`config.mk`:
```
export PLATFORM = sky130hd
export DESIGN_NAME = player_ctrl
export DESIGN_NICKNAME = d
export VERILOG_FILES = /design/src/rtl/player_ctrl.sv
export SDC_FILE = /design/constraint.sdc
export NUM_CORES = 1
export LEC_CHECK = 0
export BUFFER_PORTS_ARGS = -buffer_cell sky130_fd_sc_hd__buf_2
export CAP_MARGIN = 25
export CORE_UTILIZATION = 25
export CTS_CLUSTER_SIZE = 8
export DETAILED_ROUTE_END_ITERATION = 10
export GPL_ROUTABILITY_DRIVEN = 1
export GPL_TIMING_DRIVEN = 0
export PLACE_DENSITY = 0.5
export SYNTH_ARGS = -nofsm -noshare
export SYNTH_HDL_FRONTEND = slang
export SYNTH_SLANG_ARGS = --single-unit
```
`constraint.sdc`:
```
create_clock -name clk -period 3 [get_ports clk]
set_clock_uncertainty 0.05 [all_clocks]
set_input_delay 0.15 -clock clk [delete_from_list [all_inputs] [get_ports clk]]
set_output_delay 0.15 -clock clk [all_outputs]
set_load 0.005 [all_outputs]
```
`src/rtl/player_ctrl.sv`:
```
// Player movement controller: turns held direction keys into a clamped sprite position
// and a walk-animation frame, advancing once per movement tick while a stage is active.
module player_ctrl #(
  parameter int unsigned MOVE_DIV = 1_250_000,
  parameter int unsigned ANIM_DIV = 4,
  parameter int unsigned STEP     = 1,
  parameter int unsigned START_X  = 10,
  parameter int unsigned START_Y  = 10,
  parameter int unsigned X_MAX    = 310,
  parameter int unsigned Y_MAX    = 230
) (
  input  logic       clk,
  input  logic       rst_n,
  input  logic [3:0] state,
  input  logic       key_up,
  input  logic       key_down,
  input  logic       key_left,
  input  logic       key_right,
  input  logic       respawn,
  output logic [8:0] player_x,
  output logic [8:0] player_y,
  output logic [3:0] player_state,
  output logic       moving
);

  localparam int unsigned TW = $clog2(MOVE_DIV + 1);
  localparam int unsigned AW = $clog2(ANIM_DIV + 1);

  localparam logic [TW-1:0] TickLast = TW'(MOVE_DIV - 1);
  localparam logic [AW-1:0] AnimWrap = AW'(ANIM_DIV);
  localparam logic [9:0]    Step10   = 10'(STEP);
  localparam logic [9:0]    XMax10   = 10'(X_MAX);
  localparam logic [9:0]    YMax10   = 10'(Y_MAX);
  localparam logic [8:0]    StartX   = 9'(START_X);
  localparam logic [8:0]    StartY   = 9'(START_Y);

  typedef enum logic [1:0] {StFrozen, StIdle, StWalk} fsm_e;

  fsm_e          fsm_q;
  logic [3:0]    prev_state_q;
  logic [TW-1:0] tick_cnt_q;
  logic [AW-1:0] anim_cnt_q;
  logic [8:0]    x_q, y_q;
  logic [1:0]    dir_q, frame_q;
  logic          moving_q;

  logic          is_stage, entry, tick, key_any;
  logic [9:0]    x10, y10, nx, ny;
  logic [1:0]    ndir, nframe;
  logic [AW-1:0] anim_inc, nanim;

  always_comb begin
    is_stage = (state == 4'd2) || (state == 4'd4) || (state == 4'd6);
    entry    = is_stage && (state != prev_state_q);
    tick     = (tick_cnt_q == TickLast);
    key_any  = key_up | key_down | key_left | key_right;

    x10  = {1'b0, x_q};
    y10  = {1'b0, y_q};
    nx   = x10;
    ny   = y10;
    ndir = dir_q;
    // Priority up > down > left > right; only one axis moves per tick.
    if (key_up) begin
      ndir = 2'd1;
      ny   = (y10 < Step10) ? 10'd0 : y10 - Step10;
    end else if (key_down) begin
      ndir = 2'd0;
      ny   = (y10 + Step10 > YMax10) ? YMax10 : y10 + Step10;
    end else if (key_left) begin
      ndir = 2'd2;
      nx   = (x10 < Step10) ? 10'd0 : x10 - Step10;
    end else if (key_right) begin
      ndir = 2'd3;
      nx   = (x10 + Step10 > XMax10) ? XMax10 : x10 + Step10;
    end

    anim_inc = anim_cnt_q + AW'(1);
    if (fsm_q == StIdle) begin
      nframe = 2'd1;
      nanim  = '0;
    end else if (anim_inc == AnimWrap) begin
      nframe = (frame_q == 2'd3) ? 2'd1 : frame_q + 2'd1;
      nanim  = '0;
    end else begin
      nframe = frame_q;
      nanim  = anim_inc;
    end
  end

  always_ff @(posedge clk or negedge rst_n) begin
    if (!rst_n) begin
      fsm_q        <= StFrozen;
      prev_state_q <= 4'd0;
      tick_cnt_q   <= '0;
      anim_cnt_q   <= '0;
      x_q          <= StartX;
      y_q          <= StartY;
      dir_q        <= 2'd0;
      frame_q      <= 2'd0;
      moving_q     <= 1'b0;
    end else begin
      prev_state_q <= state;
      if (!is_stage) begin
        fsm_q      <= StFrozen;
        moving_q   <= 1'b0;
        tick_cnt_q <= '0;
        anim_cnt_q <= '0;
        frame_q    <= 2'd0;
      end else if (entry || (fsm_q != StFrozen && respawn)) begin
        fsm_q      <= StIdle;
        moving_q   <= 1'b0;
        tick_cnt_q <= '0;
        anim_cnt_q <= '0;
        x_q        <= StartX;
        y_q        <= StartY;
        dir_q      <= 2'd0;
        frame_q    <= 2'd0;
      end else if (fsm_q != StFrozen) begin
        if (tick) begin
          tick_cnt_q <= '0;
          if (key_any) begin
            fsm_q      <= StWalk;
            moving_q   <= 1'b1;
            x_q        <= nx[8:0];
            y_q        <= ny[8:0];
            dir_q      <= ndir;
            frame_q    <= nframe;
            anim_cnt_q <= nanim;
          end else begin
            fsm_q      <= StIdle;
            moving_q   <= 1'b0;
            frame_q    <= 2'd0;
            anim_cnt_q <= '0;
          end
        end else begin
          tick_cnt_q <= tick_cnt_q + TW'(1);
        end
      end
    end
  end

  assign player_x     = x_q;
  assign player_y     = y_q;
  assign player_state = {dir_q, frame_q};
  assign moving       = moving_q;

endmodule

```
==> summary.txt <==
Status -> finished with violations
Failing checks -> DRC
Number of I/O pins -> 34
GP Congestion -> 0.887
Wirelength per Cell -> 15.5 um
Clock-pin slew on the worst setup and hold paths -> 0.08 ns
Number of port buffers -> 33
Detail Placement HPWL -> 8.12 mm
Vias in the first global route -> 3609
Max Cap Viol -> 0
Post-Place Cells -> 679
Initial antenna violation count -> 0
DRT Pass-1 Iters -> 7
Initial Util -> 25.8%
Die Y -> 125 um
Mapped Cells -> 461
Synth Area per Inst -> 8.20 um^2
Post-synth EDFFs -> 0
Global route overflow -> 0
Sequential fraction of the synthesis area -> 34.5%
Largest net degree at the start of global routing -> 29
Via total after detailed routing -> 3625
Synth cell types -> 68
Clock Sinks -> 52
#FFs+latches synth -> 52
Routed vias/inst -> 5.24
Startpoint types -> flip-flop
Post-synth top cells -> nor2_1 (50), nand2_1 (49), dfrtp_1 (48)
Slew @ Worst Pin -> 0.905 ns
HP Class -> in -> reg
Final Util -> 30.3%
Post-Syn Nets -> 482
Final worst slack -> 0.153 ns
Cell Area, Synth -> 3780 um^2
Final instance area -> 4440 um^2
Worst vdd ir -> 211 uV
Synth area leader -> dfrtp_1
Crit Path Class -> reg -> reg
Antenna cells -> 0
P_leak -> 1.76 nW
Die ar. -> 15600 um^2
Cells along the critical path -> clkbuf_2, inv_1, ha_1, or4bb_1, o22ai_1, o21ai_0, a221oi_2, o31ai_1, a32oi_1
Post-route ant nets -> 0
DP Area -> 4200 um^2
Nets@finish -> 528
Ys async rst share -> 100%
GRT Resource Usage Total -> 14.4%
Max Root-Sink Buffers -> 2
Residual DRC -> 10
Hold WS -> 0.209 ns
Final hold violation count -> 0
Syn-to-layout area delta -> 17.3%
Num rows -> 44
Non-filler cells in the finished layout -> 692
Count leader, synth -> nor2_1
Final period util -> 94.9%
Die X -> 125 um
Clk Latency, worst-skew pair -> 0.30 ns
Pwr/cell area -> 356 nW/um^2
Fillers -> 1549
Pre-CTS setup slack -> -0.0811 ns
Crit-path slowest cell -> dfstp_2
Fmax -> 351 MHz
Worst setup EP type -> flip-flop
Ratio of cells with drive above 1 in the final layout -> 14.0%
Area taken by multi-input logic gates -> 2310 um^2
Slew margin rel. -> 39.7%
Max stage delay on crit path -> 0.55 ns
CP required -> 3.16 ns
Worst Path Max Fanout -> 8
Root Driver -> clkbuf_16
Slew Limit Fails -> 0
Post-synth top flop -> dfrtp_1
CP delay by family, top -> compound AO/OA/AOI/OAI gates
TritonCTS buffer count -> 5
Crit path DAT -> 3.01 ns
Worst Path Buf+Inv -> 2
Core area -> 14600 um^2
Min Tclk post-route -> 2.85 ns
Synth area leaders -> dfrtp_1 (32%), nor2_1 (5.0%), nand2_1 (4.9%)
Initial drt markers -> 365
CTS tree -> built
RSZ-0062 raised after global routing -> no
Final setup violation count -> 0
Final wirelength -> 10.7 mm
H-tree lvl count -> 2
Tot Pwr -> 1.58 mW
Yosys warnings -> 0
Register area -> 1310 um^2
First-pass GRT wire length -> 18.4 mm
Post-synth top area share -> 31.8%
TNS Setup -> 0 ns
==> placed cells by master (no fill, tap or decap), types with 4 or more instances in the layout <==
cell type      count
o31ai_1            5
buf_2             37
mux2i_1            5
a21oi_1           18
o21ai_0           27
ha_1              10
nand2_1           49
o2111ai_1          4
dfstp_2            4
a211oi_1           4
nor4_1             5
or3_1             10
clkbuf_16          5
xor2_1            10
clkbuf_1          16
and4_1             4
a41oi_1            4
or2_2              5
xnor2_1           21
and2_1             4
nand4_1           13
inv_1             21
nor2_1            50
and3_1             8
a32o_1             4
dfrtp_1           48
nor3_1            15
dlygate4sd3_1      5
nand3_1           19
a31oi_1            7
==> state kept, by name, indices dropped and copies added, names as in the netlist <==
register / flops
anim_cnt_q: 3
dir_q: 2
frame_q: 2
fsm_q: 2
player_x: 9
player_y: 9
prev_state_q: 4
tick_cnt_q: 21
==> report_power, final <==
part | switching [mW] | internal, mW | total, mW
clock | 0.283 | 0.397 | 0.681
sequential | 0.00864 | 0.716 | 0.724
combinational | 0.109 | 0.0669 | 0.176
==> final cells by class <==
class / instances / share of cell area [%]
Multi-Input combinational cell: 364 / 52.0
Sequential cell: 52 / 29.4
Timing Repair Buffer: 39 / 5.30
Tap cell: 184 / 5.19
Clock buffer: 5 / 2.82
Buffer: 24 / 2.40
Inverter: 21 / 1.78
Clock inverter: 3 / 1.04
==> layer usage <==
metal | vias to the layer above | part of all wire (%) | global-route usage (%)
met4 | 0 | 1.2 | 3.44
met5 | - | 0 | 0
met1 | 1751 | 48 | 19.5
met3 | 14 | 3.8 | 2.65
met2 | 82 | 47 | 23.6
li1 | 1778 | - | -
==> kinds of logic (layout without fill, tap and decap cells) <==
family | count (synthesis) | in the layout | share of synthesized area (%)
flops | 52 | 52 | 34.5
simple gates | 207 | 207 | 28.6
compound gates | 110 | 110 | 20.0
buf+inv | 45 | 92 | 4.80
xor+xnor | 31 | 31 | 7.18
mux | 6 | 6 | 1.62
fa+ha+maj | 10 | 10 | 3.31
==> worst min-delay path, delay by kind of cell <==
family	cells	cell delay [ns]
buffers and inverters	1	0.17
AOI/OAI and AO/OA	2	0.20
==> timing repair <==
item,4_1_cts,5_1_grt
endpoints found under the hold margin,26,0
setup endpoints to repair,2,13
hold buffers,5,0
buffers inserted,0,0
resized for setup,2,6
==> final timing paths <==
| path | startpoint | end | slack (ns) | depth (start not counted) |
|---|---|---|---|---|
| worst max-delay path | player_y[1]$_DFFE_PN1P_ | player_y[1]$_DFFE_PN1P_ | 0.15 | 9 |
| max in group asynchronous | rst_n | player_x[3]$_DFFE_PN1P_ | 1.90 | 3 |
| min in group asynchronous | rst_n | tick_cnt_q[12]$_DFFE_PN0P_ | 0.35 | 2 |
| worst min-delay path | respawn | dir_q[1]$_DFFE_PN0P_ | 0.21 | 3 |
| worst max register to register | player_y[1]$_DFFE_PN1P_ | player_y[1]$_DFFE_PN1P_ | 0.15 | 9 |
| worst min register to register | anim_cnt_q[2]$_DFFE_PN0P_ | anim_cnt_q[2]$_DFFE_PN0P_ | 0.45 | 1 |
Note: power is estimated with default switching activity, not from simulation.
